**src/rtl/switch_alloc_pkg.sv**
```systemverilog
// Shared NoC definitions for the switch allocator: port indices, flit field
// positions and the XY route function.
package noc_pkg;

   localparam int NUM_PORTS = 5;
   localparam int PORT_N    = 0;
   localparam int PORT_S    = 1;
   localparam int PORT_E    = 2;
   localparam int PORT_W    = 3;
   localparam int PORT_L    = 4;

   localparam int COORD_W   = 2;
   localparam int DEST_X_HI = 15;
   localparam int DEST_X_LO = 14;
   localparam int DEST_Y_HI = 13;
   localparam int DEST_Y_LO = 12;

   typedef logic [COORD_W-1:0]   coord_t;
   typedef logic [NUM_PORTS-1:0] port_vec_t;

   // X is resolved before Y, so a flit never turns back the way it came.
   function automatic port_vec_t xy_route(coord_t dest_x, coord_t dest_y,
                                          coord_t my_x,   coord_t my_y);
      port_vec_t oh;
      oh = '0;
      if (dest_x > my_x)      oh[PORT_E] = 1'b1;
      else if (dest_x < my_x) oh[PORT_W] = 1'b1;
      else if (dest_y > my_y) oh[PORT_S] = 1'b1;
      else if (dest_y < my_y) oh[PORT_N] = 1'b1;
      else                    oh[PORT_L] = 1'b1;
      return oh;
   endfunction

endpackage

```
**src/rtl/switch_alloc_if.sv**
```systemverilog
// Buffer-head / output-register bundle between the switch allocator (master)
// and the input buffers plus downstream links (slave).
interface switch_alloc_if #(
   parameter int FLIT_W = 16
);
   logic [noc_pkg::NUM_PORTS-1:0][FLIT_W-1:0] head_i;
   logic [noc_pkg::NUM_PORTS-1:0]             empty_i;
   logic [noc_pkg::NUM_PORTS-1:0]             pop_req_o;
   logic [noc_pkg::NUM_PORTS-1:0][FLIT_W-1:0] flit_o;
   logic [noc_pkg::NUM_PORTS-1:0]             valid_o;
   logic [noc_pkg::NUM_PORTS-1:0]             ready_i;

   modport master (
      input  head_i, empty_i, ready_i,
      output pop_req_o, flit_o, valid_o
   );

   modport slave (
      output head_i, empty_i, ready_i,
      input  pop_req_o, flit_o, valid_o
   );
endinterface

```
**src/rtl/switch_alloc_rr_arb5.sv**
```systemverilog
// Five-way round-robin arbiter for one output port; the search starts at the
// pointer and the pointer moves past the winner only when a grant is issued.
module rr_arb5
   import noc_pkg::*;
(
   input  logic      clk,
   input  logic      rst,
   input  port_vec_t req,
   input  logic      en,
   output port_vec_t gnt
);

   logic [2:0] ptr;
   logic [2:0] ptr_nxt;
   logic [2:0] idx;
   logic       found;

   // NOTE: every signal driven here gets a default first, so no path infers a latch.
   always_comb begin
      gnt     = '0;
      ptr_nxt = ptr;
      found   = 1'b0;
      idx     = ptr;
      for (int k = 0; k < NUM_PORTS; k++) begin
         if (en && !found && req[idx]) begin
            gnt[idx] = 1'b1;
            found    = 1'b1;
            ptr_nxt  = (idx == 3'd4) ? 3'd0 : idx + 3'd1;
         end
         idx = (idx == 3'd4) ? 3'd0 : idx + 3'd1;
      end
   end

   // NOTE: registered state always uses non-blocking assignments.
   always_ff @(posedge clk or negedge rst) begin
      if (!rst) ptr <= '0;
      else      ptr <= ptr_nxt;
   end

endmodule

```
**src/rtl/switch_alloc.sv**
```systemverilog
// Router switch allocator: XY-routes each buffer head, arbitrates per output and
// registers winners. Define SWITCH_ALLOC_STATS_EN to add the flit_cnt_o counter.
module switch_alloc
   import noc_pkg::*;
#(
   parameter int MY_X   = 0,
   parameter int MY_Y   = 0,
   parameter int FLIT_W = 16
) (
   input  logic           clk,
   input  logic           rst,
   switch_alloc_if.master bus
`ifdef SWITCH_ALLOC_STATS_EN
   ,
   output logic [15:0]    flit_cnt_o
`endif
);

   localparam coord_t MY_XC = coord_t'(MY_X);
   localparam coord_t MY_YC = coord_t'(MY_Y);

   port_vec_t                          route_oh [NUM_PORTS];
   port_vec_t                          req      [NUM_PORTS];
   port_vec_t                          gnt      [NUM_PORTS];
   logic [FLIT_W-1:0]                  sel_flit [NUM_PORTS];
   port_vec_t                          free_out;
   port_vec_t                          won;
   port_vec_t                          pop;
   port_vec_t                          valid_q;
   logic [NUM_PORTS-1:0][FLIT_W-1:0]   flit_q;

   // Requests are suppressed during reset so no buffer is popped while rst=0.
   always_comb begin
      for (int i = 0; i < NUM_PORTS; i++) begin
         route_oh[i] = '0;
         if (rst && !bus.empty_i[i])
            route_oh[i] = xy_route(bus.head_i[i][DEST_X_HI:DEST_X_LO],
                                   bus.head_i[i][DEST_Y_HI:DEST_Y_LO], MY_XC, MY_YC);
      end
      for (int p = 0; p < NUM_PORTS; p++)
         for (int i = 0; i < NUM_PORTS; i++)
            req[p][i] = route_oh[i][p];
   end

   assign free_out = ~valid_q | bus.ready_i;

   for (genvar p = 0; p < NUM_PORTS; p++) begin : g_arb
      rr_arb5 u_arb (
         .clk (clk),
         .rst (rst),
         .req (req[p]),
         .en  (free_out[p]),
         .gnt (gnt[p])
      );
   end

   always_comb begin
      pop = '0;
      won = '0;
      for (int p = 0; p < NUM_PORTS; p++) begin
         sel_flit[p] = '0;
         won[p]      = |gnt[p];
         for (int i = 0; i < NUM_PORTS; i++) begin
            if (gnt[p][i]) begin
               sel_flit[p] = bus.head_i[i];
               pop[i]      = 1'b1;
            end
         end
      end
   end

   // A grant reloads the register even when the old flit leaves this cycle.
   always_ff @(posedge clk or negedge rst) begin
      if (!rst) begin
         valid_q <= '0;
         flit_q  <= '0;
      end else begin
         for (int p = 0; p < NUM_PORTS; p++) begin
            if (won[p]) begin
               flit_q[p]  <= sel_flit[p];
               valid_q[p] <= 1'b1;
            end else if (bus.ready_i[p]) begin
               valid_q[p] <= 1'b0;
            end
         end
      end
   end

   assign bus.pop_req_o = pop;
   assign bus.flit_o    = flit_q;
   assign bus.valid_o   = valid_q;

`ifdef SWITCH_ALLOC_STATS_EN
   always_ff @(posedge clk or negedge rst) begin
      if (!rst) flit_cnt_o <= '0;
      else      flit_cnt_o <= flit_cnt_o + 16'($countones(valid_q & bus.ready_i));
   end
`endif

endmodule

```
**src/flat_wrapper.sv**
```systemverilog
// flat-port wrapper written by rule: the top's interface ports become plain ports
module switch_alloc_flat import noc_pkg::*;
#(
   parameter int MY_X   = 0,
   parameter int MY_Y   = 0,
   parameter int FLIT_W = 16
)
  (clk, rst, bus_head_i, bus_empty_i, bus_ready_i, bus_pop_req_o, bus_flit_o, bus_valid_o);
  switch_alloc_if #(.FLIT_W(FLIT_W)) bus_i ();
  input  logic clk;
  input  logic rst;
  input wire logic [$bits(bus_i.head_i)-1:0] bus_head_i;
  input wire logic [$bits(bus_i.empty_i)-1:0] bus_empty_i;
  input wire logic [$bits(bus_i.ready_i)-1:0] bus_ready_i;
  output wire logic [$bits(bus_i.pop_req_o)-1:0] bus_pop_req_o;
  output wire logic [$bits(bus_i.flit_o)-1:0] bus_flit_o;
  output wire logic [$bits(bus_i.valid_o)-1:0] bus_valid_o;
  assign bus_i.head_i = bus_head_i;
  assign bus_i.empty_i = bus_empty_i;
  assign bus_i.ready_i = bus_ready_i;
  assign bus_pop_req_o = bus_i.pop_req_o;
  assign bus_flit_o = bus_i.flit_o;
  assign bus_valid_o = bus_i.valid_o;
  switch_alloc #(.MY_X(MY_X), .MY_Y(MY_Y), .FLIT_W(FLIT_W)) u_core (.clk(clk), .rst(rst), .bus(bus_i));
endmodule
```
**config.mk**
```make
export PLATFORM = sky130hd
export DESIGN_NAME = switch_alloc_flat
export DESIGN_NICKNAME = d
export VERILOG_FILES = /design/src/rtl/switch_alloc_pkg.sv /design/src/rtl/switch_alloc_if.sv /design/src/rtl/switch_alloc_rr_arb5.sv /design/src/rtl/switch_alloc.sv /design/src/flat_wrapper.sv
export SDC_FILE = /design/constraint.sdc
export NUM_CORES = 1
export LEC_CHECK = 0
export ABC_AREA = 1
export BUFFER_PORTS_ARGS = -buffer_cell sky130_fd_sc_hd__buf_2
export CAP_MARGIN = 20
export CORE_ASPECT_RATIO = 1.1
export CORE_UTILIZATION = 35
export CTS_CLUSTER_SIZE = 8
export DETAILED_ROUTE_END_ITERATION = 10
export GPL_TIMING_DRIVEN = 0
export SLEW_MARGIN = 5
export SYNTH_ARGS = -nofsm -noshare
export SYNTH_HDL_FRONTEND = slang
export SYNTH_SLANG_ARGS = --single-unit
```
**constraint.sdc**
```tcl
create_clock -name clk -period 3 [get_ports clk]
set_clock_uncertainty 0.05 [all_clocks]
set_input_delay 0.15 -clock clk [delete_from_list [all_inputs] [get_ports clk]]
set_output_delay 0.15 -clock clk [all_outputs]
set_load 0.01 [all_outputs]
```
==> results_dict.tcl <==
set metrics [dict create \
    global_route.peak_usage_layer "met2" \
    layout_worst_path_cycle_share_pct 118 \
    die_y_um 161 \
    fill_cells 2058 \
    critical_path.endpoint_type "primary output" \
    worstMarginPinSlew_ns 0.719 \
    tritoncts_clock_tree "built" \
    clkLatencyLatePin_ns 0.34 \
    chipWidth_um 146 \
    clock.fmax_mhz 283 \
    drive_gt1_share_pct 43.6 \
    cts_root_buffer "clkbuf_16" \
    port-buffer-count 145 \
    post_drt_wl_per_cell_um 18.4 \
    critical_path_required_ns 2.80 \
    detail_route.first_pass.iterations 5 \
    detailedRoute.firstIterationViolations 1276 \
    via_count 11000 \
    result_of_the_run "finished with violations" \
    grtUsageMet3_pct 5.94 \
    wl_mm 37.6 \
    multi_input_area_um2 6910 \
    yosysTopAreaCell "nand2_1" \
    cts.htree.levels 3 \
    synth_enable_flop_cells 0 \
    layout.nets 1845 \
    timing_worst_setup_path_type "register to primary output" \
    floorplan.initialDensity_pct 36.0 \
    mappedNetlistArea_um2 8020 \
    timing.setup.tns_ns -16.20 \
    ys_ff_latch 60 \
    met2_usage_pct 50.3 \
    area_delta_synth_final_pct 64.2 \
    gr-usage-met1_pct 37.2 \
    yosysUniqueCellTypes 44 \
    flip_flop_and_latch_area_um2 1510 \
    antenna_violations_before_repair 6 \
    synth-main-ff-cell "dfrtp_1" \
    failing_checks "negative setup slack" \
    cts-root-to-sink-buffers 2 \
    maximum_number_of_pins_on_one_net_before_global_route_repair 61 \
    max_cap_viol_count 0 \
    worst_setup_hold_path_clk_slew_ns 0.06 \
    num_rows 57 \
    synth_area_per_inst_um2 5.86 \
    startpoint_type "register" \
    grt_pass1_wl_mm 54.8 \
    drc_errors 0 \
    hold_path.class "input pin to register" \
    synth_async_sr_flop_share_pct 100 \
    design.portCount 182 \
    dpl.hpwl_mm 24.5 \
    via_per_inst 5.40 \
    setup_viol 56 \
    setup.reg_to_reg.worst_slack_ns -0.46 \
    overflow 0 \
    slew-limit-headroom_pct 51.6 \
    ys_top_cells_by_area "nand2_1, dfrtp_1, nand3_1" \
    postRouteAntennaNets 0 \
    design.core.area_um2 22300 \
    grtUsageTotal_pct 30.0 \
    timing.critical_path.fanout_max 6 \
    finalHoldViolations 0 \
    syn_inst 1369 \
    slew_viol_final 0 \
    grt_pass1_vias 10200 \
    tritoncts_num_sinks 60 \
    yosysWarningCount 0 \
    routabilityCongestion 0.952 \
    yosysSeqAreaShare_pct 18.7 \
    grt_setup_unrepaired "yes" \
    cts_inserted_buffers 9 \
    min_tclk_post_route_ns 3.54 \
    crit_arrival_ns 3.34 \
    worst_slack_ns -0.539 \
    post-synth-top-area-fraction_pct 23.4 \
    design.die.area_um2 23500 \
]
## logic make-up after synthesis
logic type                 synth area share, %
adders and majority gates                 2.03
and+or+nand+nor                           52.0
buffers and inverters                     14.0
DFF                                       18.7
other                                   0.0468
AOI/OAI and AO/OA                         13.3
## placed cells by master (no fill, tap or decap), drive strengths merged
cell type and instances:
a21o 1, a21oi 79, a221oi 1, a31oi 3, buf 395, bufinv 2
clkbuf 16, clkinv 2, clkinvlp 2, conb 34, dfrtp 60, diode 6
dlygate4sd3 1, ha 13, inv 141, nand2 555, nand3 156, nand3b 2
nand4 46, nor2 136, nor3 7, o2111ai 1, o211ai 9, o21ai 55
o21bai 17, o221ai 2, o22ai 3, o311ai 2, o31ai 1, o32ai 2
or3 1
## sequential cells by signal (all words and copies together), names as in the netlist
| signal | flops |
|---|---|
| u_core.bus.flit_o | 48 |
| u_core.bus.valid_o | 3 |
| u_core.g_arb.u_arb.ptr | 9 |
## layer usage
metal / vias up / wire length, um
li1: 5124 / -
met1: 5136 / 14600
met2: 656 / 17600
met3: 133 / 3590
met4: 0 / 1700
met5: - / 0
## synthesized netlist by cell type (5+ instances only)
cell / count
nand3_2: 8
nand2_2: 39
nand2_1: 499
nor3_1: 7
inv_1: 110
nor2_1: 114
ha_1: 13
nor2_4: 10
buf_6: 13
nand4_1: 43
buf_4: 50
nand3_1: 144
o21ai_0: 46
o21bai_1: 16
buf_2: 11
dfrtp_1: 60
nand2_4: 17
o211ai_1: 9
inv_2: 30
o21ai_1: 5
a21oi_1: 74
nor2_2: 10
## timing repair
action | in CTS | in global routing
hold endpoints to repair | 60 | 0
hold buffers | 2 | 0
gates resized for setup | 268 | 202
pin swaps | 118 | 130
endpoints found under the setup margin | 65 | 63
setup buffers | 133 | 40
gates cloned | 12 | 4
## final cells by class
| cell class | instances | share of cell area, % |
|---|---|---|
| flip-flops and latches | 60 | 11.4 |
| well taps | 295 | 2.80 |
| repair buffers | 326 | 19.9 |
| clock inverters | 4 | 0.551 |
| diodes | 6 | 0.114 |
| clock buffers | 12 | 1.87 |
| inverters | 143 | 4.81 |
| plain buffers | 74 | 6.03 |
| multi-input cells | 1126 | 52.5 |
## final timing paths
path                                                           from                                       end  cells after the start
hold reg to reg                   u_core.bus.flit_o[76]$_DFFE_PN0P_         u_core.bus.flit_o[76]$_DFFE_PN0P_                      2
min in group asynchronous                                       rst         u_core.bus.flit_o[44]$_DFFE_PN0P_                      3
setup / recovery           u_core.g_arb[2].u_arb.ptr[0]$_DFFE_PN0P_                          bus_pop_req_o[3]                     26
hold / removal                                       bus_head_i[69]         u_core.bus.flit_o[21]$_DFFE_PN0P_                      3
max in group asynchronous                                       rst  u_core.g_arb[4].u_arb.ptr[1]$_DFFE_PN0P_                      3
setup reg to reg           u_core.g_arb[2].u_arb.ptr[0]$_DFFE_PN0P_         u_core.bus.flit_o[36]$_DFFE_PN0P_                     30
## worst max-delay path, stage by stage (launching register included)
cell	delay, ns
dfrtp_1	0.38
buf_6	0.14
inv_8	0.05
ha_4	0.13
nand2_4	0.06
inv_4	0.07
nor2_8	0.04
nor2_8	0.14
nand2_4	0.08
nand2_8	0.08
inv_8	0.03
ha_4	0.14
nand3b_1	0.16
nand2_2	0.14
nand2_4	0.10
nand2_4	0.07
nand2_1	0.04
nand2_1	0.06
nand2_1	0.05
nand2_1	0.12
nand2_2	0.09
buf_6	0.14
buf_6	0.11
buf_6	0.10
nand4_4	0.07
nand4_1	0.19
buf_2	0.19
## per-stage QoR
| step | hold slack [ns] | worst slack, ns | util [%] | instance area, um^2 | instances |
|---|---|---|---|---|---|
| global route | 0.0227 | -0.684 | 59.2 | 13200 | 2044 |
| detailed placement | 0.250 | -0.981 | 42.3 | 9410 | 1842 |
| CTS | 0.0100 | -0.510 | 54.4 | 12100 | 2005 |
| finish | 0.0115 | -0.539 | 59.2 | 13200 | 2046 |
| global placement | 0.359 | -1.47 | 42.3 | 9410 | 1842 |
| floorplan | -0.196 | -0.0883 | - | 8320 | 1402 |
Power is left out: the tool's default activity adds up to more than one toggle a clock period on the data nets, which glitch-free logic cannot reach.
